==> src/rtl/adc_pkg.sv <==
// Shared definitions for the ADC acquisition path: FSM encoding, default
// timing for a 50 MHz system clock, and the sample width that the display
// stage also consumes.
package adc_pkg;

    typedef enum logic [1:0] {
        ST_IDLE  = 2'd0,
        ST_SETUP = 2'd1,
        ST_SHIFT = 2'd2,
        ST_CONV  = 2'd3
    } adc_state_e;

    // 50 MHz -> 1 MHz ad_clk, 2 us chip-select setup, 20 us conversion.
    localparam int ADC_CLK_DIV   = 25;
    localparam int ADC_SETUP_CYC = 100;
    localparam int ADC_CONV_CYC  = 1000;
    localparam int ADC_DATA_W    = 8;

    function automatic int max2(input int a, input int b);
        return (a > b) ? a : b;
    endfunction

endpackage

==> src/rtl/tlc549_serial_reader_tick_divider.sv <==
// Modulo-MOD counter with synchronous clear. tick_o is high for the single
// cycle in which the counter sits at its terminal count (and is not being
// cleared), so a consumer acting on tick_o sees one event every MOD cycles.
module tick_divider #(
    parameter int MOD = 25
) (
    input  logic clk,
    input  logic rst,
    input  logic clr_i,
    output logic tick_o
);

    localparam int W = (MOD > 1) ? $clog2(MOD) : 1;

    logic [W-1:0] cnt_q, cnt_d;

    // Next count: clear wins, otherwise wrap at MOD-1.
    always_comb begin
        cnt_d = cnt_q;
        if (clr_i) begin
            cnt_d = '0;
        end else if (cnt_q == W'(MOD - 1)) begin
            cnt_d = '0;
        end else begin
            cnt_d = cnt_q + 1'b1;
        end
    end

    // Counter register.
    always_ff @(posedge clk or posedge rst) begin
        if (rst) begin
            cnt_q <= '0;
        end else begin
            cnt_q <= cnt_d;
        end
    end

    assign tick_o = !clr_i && (cnt_q == W'(MOD - 1));

endmodule

==> src/rtl/tlc549_serial_reader.sv <==
// Serial reader for a TLC549-class 8-bit ADC. Drives ad_cs / ad_clk,
// shifts ad_data in MSB-first and presents each result as a parallel sample.
//
// Output handshake: sample_valid is a pure one-cycle strobe with no ready
// back-pressure; the consumer must take sample on the strobe cycle (sample
// then holds until the next strobe anyway).
module tlc549_serial_reader
    import adc_pkg::*;
#(
    parameter int CLK_DIV   = ADC_CLK_DIV,
    parameter int SETUP_CYC = ADC_SETUP_CYC,
    parameter int CONV_CYC  = ADC_CONV_CYC,
    parameter int DATA_W    = ADC_DATA_W
) (
    input  logic              clk,
    input  logic              rst,
    input  logic              en,
    input  logic              ad_data,
    output logic              ad_cs,
    output logic              ad_clk,
    output logic [DATA_W-1:0] sample,
    output logic              sample_valid,
    output logic              busy,
    output adc_state_e        state_dbg
);

    localparam int CNT_W = $clog2(max2(SETUP_CYC, CONV_CYC) + 1);
    localparam int BIT_W = $clog2(DATA_W + 1);

    adc_state_e        state_q, state_d;
    logic [CNT_W-1:0]  cnt_q, cnt_d;
    logic [BIT_W-1:0]  bit_cnt_q, bit_cnt_d;
    logic [DATA_W-1:0] shift_q, shift_d;
    logic [DATA_W-1:0] sample_q, sample_d;
    logic              ad_clk_q, ad_clk_d;
    logic              ad_cs_q, ad_cs_d;
    logic              valid_q, valid_d;
    logic              busy_q, busy_d;
    logic [1:0]        sync_q;
    logic              data_s;
    logic              half_tick;

    // ad_data is asynchronous to clk; two flops before it is used.
    always_ff @(posedge clk or posedge rst) begin
        if (rst) begin
            sync_q <= 2'b00;
        end else begin
            sync_q <= {sync_q[0], ad_data};
        end
    end

    assign data_s = sync_q[1];

    // ad_clk half-period timer; held cleared outside SHIFT so the first
    // rise lands exactly CLK_DIV cycles after SETUP ends.
    tick_divider #(
        .MOD (CLK_DIV)
    ) u_half_div (
        .clk    (clk),
        .rst    (rst),
        .clr_i  (state_q != ST_SHIFT),
        .tick_o (half_tick)
    );

    // Next-state and next-output logic for the frame sequencer.
    always_comb begin
        state_d   = state_q;
        cnt_d     = cnt_q;
        bit_cnt_d = bit_cnt_q;
        shift_d   = shift_q;
        sample_d  = sample_q;
        ad_clk_d  = ad_clk_q;
        valid_d   = 1'b0;

        unique case (state_q)
            ST_IDLE: begin
                if (en) begin
                    state_d   = ST_SETUP;
                    cnt_d     = '0;
                    bit_cnt_d = '0;
                end
            end
            ST_SETUP: begin
                if (cnt_q == CNT_W'(SETUP_CYC - 1)) begin
                    state_d = ST_SHIFT;
                    cnt_d   = '0;
                end else begin
                    cnt_d = cnt_q + 1'b1;
                end
            end
            ST_SHIFT: begin
                if (half_tick) begin
                    if (!ad_clk_q) begin
                        // Rising ad_clk: the bit the ADC put out on the last
                        // fall has had CLK_DIV cycles to pass the synchronizer.
                        ad_clk_d  = 1'b1;
                        shift_d   = {shift_q[DATA_W-2:0], data_s};
                        bit_cnt_d = bit_cnt_q + 1'b1;
                    end else begin
                        ad_clk_d = 1'b0;
                        if (bit_cnt_q == BIT_W'(DATA_W)) begin
                            state_d  = ST_CONV;
                            sample_d = shift_q;
                            valid_d  = 1'b1;
                            cnt_d    = '0;
                        end
                    end
                end
            end
            ST_CONV: begin
                if (cnt_q == CNT_W'(CONV_CYC - 1)) begin
                    cnt_d     = '0;
                    bit_cnt_d = '0;
                    state_d   = en ? ST_SETUP : ST_IDLE;
                end else begin
                    cnt_d = cnt_q + 1'b1;
                end
            end
            default: begin
                state_d = ST_IDLE;
            end
        endcase

        // Chip select follows the state being entered, so it moves on the
        // same edge as the transition.
        ad_cs_d = (state_d == ST_IDLE) || (state_d == ST_CONV);
        busy_d  = (state_d != ST_IDLE);
    end

    // State, counters and registered outputs; reset aborts any frame.
    always_ff @(posedge clk or posedge rst) begin
        if (rst) begin
            state_q   <= ST_IDLE;
            cnt_q     <= '0;
            bit_cnt_q <= '0;
            shift_q   <= '0;
            sample_q  <= '0;
            ad_clk_q  <= 1'b0;
            ad_cs_q   <= 1'b1;
            valid_q   <= 1'b0;
            busy_q    <= 1'b0;
        end else begin
            state_q   <= state_d;
            cnt_q     <= cnt_d;
            bit_cnt_q <= bit_cnt_d;
            shift_q   <= shift_d;
            sample_q  <= sample_d;
            ad_clk_q  <= ad_clk_d;
            ad_cs_q   <= ad_cs_d;
            valid_q   <= valid_d;
            busy_q    <= busy_d;
        end
    end

    assign ad_cs        = ad_cs_q;
    assign ad_clk       = ad_clk_q;
    assign sample       = sample_q;
    assign sample_valid = valid_q;
    assign busy         = busy_q;
    assign state_dbg    = state_q;

endmodule
==> config.mk <==
export PLATFORM = sky130hd
export DESIGN_NAME = tlc549_serial_reader
export DESIGN_NICKNAME = d
export VERILOG_FILES = /design/src/rtl/adc_pkg.sv /design/src/rtl/tlc549_serial_reader_tick_divider.sv /design/src/rtl/tlc549_serial_reader.sv
export SDC_FILE = /design/constraint.sdc
export NUM_CORES = 1
export LEC_CHECK = 0
export CORE_ASPECT_RATIO = 0.8
export CORE_MARGIN = 2
export CORE_UTILIZATION = 44
export DETAILED_ROUTE_END_ITERATION = 10
export DONT_BUFFER_PORTS = 1
export PLACE_DENSITY_LB_ADDON = 0.15
export SYNTH_ARGS = -nofsm -noshare
export SYNTH_HDL_FRONTEND = slang
export SYNTH_SLANG_ARGS = --single-unit
==> constraint.sdc <==
create_clock -name clk -period 3.65 [get_ports clk]
set_input_delay 0.9125 -clock clk [delete_from_list [all_inputs] [get_ports clk]]
set_output_delay 0.9125 -clock clk [all_outputs]
set_load 0.005 [all_outputs]
# --- Yosys cells after proc, flatten, opt, wreduce, memory -nomap -nowiden ---
# Cells that the tools add are included.
word_totals:
  word_cells: 69
  reg_bits: 43
  input_bits: 4
classes:
  n_mux: 27
  reduce_logical: 12
  addsub: 3
  eq_ne: 15
  bitwise: 1
op_table:
  columns: ["operator", "count"]
  rows:
  - ["two-way mux 10 bit", 6]
  - ["case mux 10 bit (4 select lines)", 1]
  - ["two-way mux 4 bit", 4]
  - ["!= test 2 bit, second input constant", 7]
  - ["two-way mux 2 bit", 6]
  - ["case mux 4 bit (3 select lines)", 1]
  - ["adder 10 x 1 -> 10 bit, second input constant", 1]
  - ["== test 10 bit, second input constant", 1]
  - ["== test 10 x 7 -> 1 bit, second input constant", 1]
  - ["two-way mux 5 bit", 2]
  - ["case mux 2 bit (4 select lines)", 1]
  - ["AND reduction 4 bit", 2]
  - ["== test 2 bit, second input constant", 3]
  - ["two-way mux 1 bit", 6]
  - ["adder 5 x 1 -> 5 bit, second input constant", 1]
  - ["== test 5 bit, second input constant", 1]
  - ["AND reduction 5 bit", 1]
  - ["adder 4 x 1 -> 4 bit, second input constant", 1]
  - ["== test 4 bit, second input constant", 1]
  - ["zero test 2 bit", 2]
  - ["AND reduction 3 bit", 1]
  - ["nonzero test 3 bit", 1]
  - ["== test 2 x 1 -> 1 bit, second input constant", 1]
  - ["AND reduction 2 bit", 1]
  - ["5 further kinds", 5]

# --- Logic depth before layout (Yosys ltp) ---
depth:
  ltp_word: 7
  mapped_depth: 9

# --- Hierarchy ---
# A second synthesis with hierarchy kept.
hier_totals:
  cells_unflattened: 178
  hier_area_um2: 2060.7
modules_own_cells:
  columns: ["module", "seq_area_each_um2", "cells_per_inst", "instances", "area_each_um2"]
  rows:
  - ["tlc549_serial_reader", 952.2, 154, 1, 1775.5]
  - ["tick_divider", 125.1, 24, 1, 285.3]

# --- Worst setup path after synthesis ---
# OpenSTA, ideal clock, no wires.
synth_path:
  path_kind: "register to register"
  start: "reg u_half_div.cnt_q[0]"
  end: "reg ad_cs_q, in the netlist ad_cs"
  n_path_buf: 0
  t_arrival_ns: 1.949
  setup_ns: 0.058
  path_slack_ns: 1.643
  synth_period_minus_slack_ns: 2.007
  stages_incl_launch_ff: 10
  path_cell_list: "dfrtp_1 inv_1 ha_1 nand4b_1 nor3_2 a21o_1 a21oi_1 and2_1 ha_1 inv_1"
synth_via:
  elab_chain_cells: 6
  elab_cells_between_ends: 7
synth_lines:
  columns: ["item", "line_no", "rtl"]
  rows:
  - ["start: declaration", "tlc549_serial_reader_tick_divider.sv:15", "logic [W-1:0] cnt_q, cnt_d;"]
  - ["start signal: assignment", "tlc549_serial_reader_tick_divider.sv:34", "cnt_q <= cnt_d;"]
  - ["== test 5 bit *", "tlc549_serial_reader_tick_divider.sv:38", "assign tick_o = !clr_i && (cnt_q == W'(MOD - 1));"]
  - ["logical AND 1 bit *", "tlc549_serial_reader_tick_divider.sv:38", null]
  - ["two-way mux 2 bit *", "tlc549_serial_reader.sv:92", "if (half_tick) begin"]
  - ["case mux 2 bit (4 select lines) *", "tlc549_serial_reader.sv:75", "unique case (state_q)"]
  - ["== test 2 bit / zero test 2 bit (equally long branches)", "tlc549_serial_reader.sv:126", "ad_cs_d = (state_d == ST_IDLE) || (state_d == ST_CONV);"]
  - ["logical OR 1 bit *", "tlc549_serial_reader.sv:126", null]
  - ["via ad_cs_d", "tlc549_serial_reader.sv:36", "logic ad_cs_q, ad_cs_d;"]
  - ["end signal: assignment", "tlc549_serial_reader.sv:149", "ad_cs_q <= ad_cs_d;"]
  - ["end: declaration", "tlc549_serial_reader.sv:36", null]
# The timed path passes the listed nets; every way through them passes the cells marked *.
# A chain may end at the register's enable or synchronous reset.

# --- Worst setup path after layout ---
# Ends and elaborated chain as after synthesis.

==> results.tsv <==
metric	value	unit
Residual DRC	0	
Worst Slack Setup Final	1.33	ns
RePlAce Congestion	0.782	
Syn Inst Count	173	
complex-gate fraction of the synthesized area	10.0	%
Hold EP	sync_q[1]	
setup TNS after final layout	0	ns
P_leak	0.000957	uW
nets	189	
mux contribution to synthesized area	9.75	%
Synth-to-Final Area Change	8.09	%
WP data arrival	2.57	ns
Die Area	5020	um^2
Psw	183	uW
Mapped Area	1960	um^2
ys flop type	dfrtp_1	
Slew Limit Fails	0	
Mapped Nets	183	
Placed Instances	229	
CTS Hold Bufs	0	
slowest CP cell	nor3_2	
sequential element share of the synthesized area	54.8	%
endpoints failing hold	0	
reg2reg path depth	9	
status	completed	
reg-to-reg endpoint	ad_cs	
Detailed Route Iter0 Violations	52	
vias per cell	5.32	
core box area	4230	um^2
Async S/R FF share, synth	100	%
Top Ports	18	
startpoint type of the worst setup path	flip-flop	
Worst Tran Pin Value	0.764	ns
Switching Share	22.9	%
first-pass GRT wire length	6230	um
final setup fails	0	
flop and latch count out of synthesis	43	
Hold WC Path Type	reg2reg	
combinational power share	1.3	%
H-tree Lvls	2	
Die X	78.7	um
# rows	21	
pre-CTS setup slack	1.31	ns
cells along the critical path	inv_1, ha_1, nand4b_1, nor3_2, a21o_1, a21oi_1, and2_1, ha_1, inv_1	
Total Routing Usage GR	16.3	%
Clock power frac	38.9	%
initial antenna violation count	0	
Critical Path End Type	flip-flop	
drt pass-1 iters	4	
Worst-path clk slew	0.09	ns
Fin Hold WS	0.364	ns
Worst EP required	3.90	ns
Adder-Cell Fraction of Synth Area	3.82	%
total grt overflow	0	
fin crit share	63.6	%
Max Cap Violations	0	
Routed WL	3550	um
ant diodes	0	
main combinational cell family by area after synthesis	simple AND/OR/NAND/NOR gates	
min Tclk post-route	2.32	ns
Worst R2R Setup Slack	1.33	ns
via count	1260	
Post-synth EDFFs	0	
post-layout util	50.2	%
Starting Density	46.4	%
cell area power density	376	nW/um^2
Worst path max stage delay	0.70	ns
Hold Path Cell Cnt	0	
Yosys warnings	0	
Reg power frac	59.8	%
hpwl dp	2480	um
largest net degree at the start of global routing	44	
area of the multi-input gates	822	um^2
number of I/O port buffers	0	
worst skew pair latency	0.30	ns
ANT nets after route	0	
RSZ-0062 raised after global routing	no	
Clock Sinks	43	
Worst Path Max Fanout	10	
hold path start	sync_q[0]	
Synth Area in XOR/XNOR	2.68	%
Peak Freq	431	MHz
Internal	615	uW
TritonCTS clock tree	done	
CTS Buf Count	5	
slew margin rel.	48.8	%
critical path type	reg2reg	
register area	1080	um^2
number of gates resized after CTS	0	
vias in the first global route	1313	
area fraction in and, or, nand and nor cells after synthesis	15.6	%
Cell variety after synth	39	
Post-CTS Setup Bufs	0	
share of cells above drive strength 1	20.6	%
worst-case clock buffer depth	2	
synthesized area per cell	11.4	um^2
Setup Skew	0.00523	ns
reg-to-reg critical path startpoint	u_half_div.cnt_q[0]	
fillers	390	
clk root buf	clkbuf_8	
Peak VDD IR	0.290	mV
routed len/inst	15.0	um
Cell Count, Final, Fillers Out	237	
die height	63.8	um
## stage by stage
stage          power, uW  cell area [um^2]
2_1_floorplan        494              1960
3_5_place_dp         498              2030
6_report             798              2120
3_3_place_gp         497              2030
4_1_cts              809              2120
5_1_grt              842              2120
## worst max-delay path by stage
stage	from	end	slack, ns	cells past startpoint
4_1_cts	u_half_div.cnt_q[0]	ad_cs	1.30	9
3_3_place_gp	u_half_div.cnt_q[0]	ad_cs	1.43	9
5_1_grt	u_half_div.cnt_q[0]	ad_cs	1.10	9
6_report	u_half_div.cnt_q[0]	ad_cs	1.33	9
3_5_place_dp	u_half_div.cnt_q[0]	ad_cs	1.31	9
2_1_floorplan	u_half_div.cnt_q[0]	ad_cs	1.64	9
## state kept, by name (all words and copies together), names as in the netlist, 2 cells and up
register	count
bit_cnt_q	4
cnt_q	10
sample	8
shift_q	8
state_dbg	2
sync_q	2
u_half_div.cnt_q	5
## kinds of logic (layout without fill, tap and decap cells)
family | after synthesis | in the layout
DFF | 43 | 43
and+or+nand+nor | 57 | 57
adders and majority gates | 6 | 6
muxes | 17 | 17
AOI/OAI and AO/OA | 29 | 29
buffers and inverters | 15 | 22
xor gates and xnor gates | 6 | 6
## power by group through the flow
stage,Clock [uW],Combinational (uW),Sequential (uW)
3_5_place_dp,0,10.9,487
2_1_floorplan,0,7.48,487
3_3_place_gp,0,10.5,487
4_1_cts,321,10.9,477
6_report,311,10.0,477
5_1_grt,352,12.2,478
## cell usage after synthesis, types with 2 or more instances
master / count / area [um^2]
dfrtp_1: 42 / 1050
inv_1: 12 / 45.0
and3_1: 5 / 31.3
and2_1: 2 / 12.5
nand3_1: 9 / 45.0
xor2_1: 2 / 17.5
nor2_1: 10 / 37.5
nand2_1: 16 / 60.1
a21oi_1: 4 / 20.0
nand2b_1: 2 / 12.5
ha_1: 6 / 75.1
xnor2_1: 4 / 35.0
o21ai_0: 13 / 65.1
mux2_2: 17 / 191
nor3_1: 4 / 20.0
nand4b_1: 2 / 17.5
## per-layer routing
metal | GRT usage, % | vias up | share of wire (%)
met2 | 24.5 | 18 | 46
met1 | 21.5 | 624 | 48
met3 | 7.06 | 4 | 5.0
li1 | - | 614 | -
met5 | 0 | - | 0
met4 | 5.04 | 0 | 0.90
## worst max-delay path, delay by kind of cell, from the launching register on
family	cells	cell delay, ns
and+or+nand+nor	3	1.08
buffers and inverters	2	0.12
AOI/OAI and AO/OA	2	0.21
DFF	1	0.41
adders and majority gates	2	0.43
## cell usage in the layout (no fill, tap or decap), drive strengths merged, types with 2 or more instances in the layout
cell / instances
dfrtp: 42
mux2: 17
nand2: 17
o21ai: 13
inv: 13
nor2: 10
nand3: 9
ha: 6
and3: 6
clkbuf: 5
nor3: 5
a21oi: 4
xnor2: 4
nand4b: 2
nand2b: 2
and2: 2
xor2: 2
clkinvlp: 2
buf: 2
a211oi: 2
a21o: 2
## layout make-up
class                   instances  area share (%)
well taps                      57            3.36
repair buffers                  2           0.707
flip-flops and latches         43            50.7
inverters                      12            2.12
multi-input cells             115            38.7
clock inverters                 3            1.12
clock buffers                   5            3.24
(Power assumes the default switching activity.)
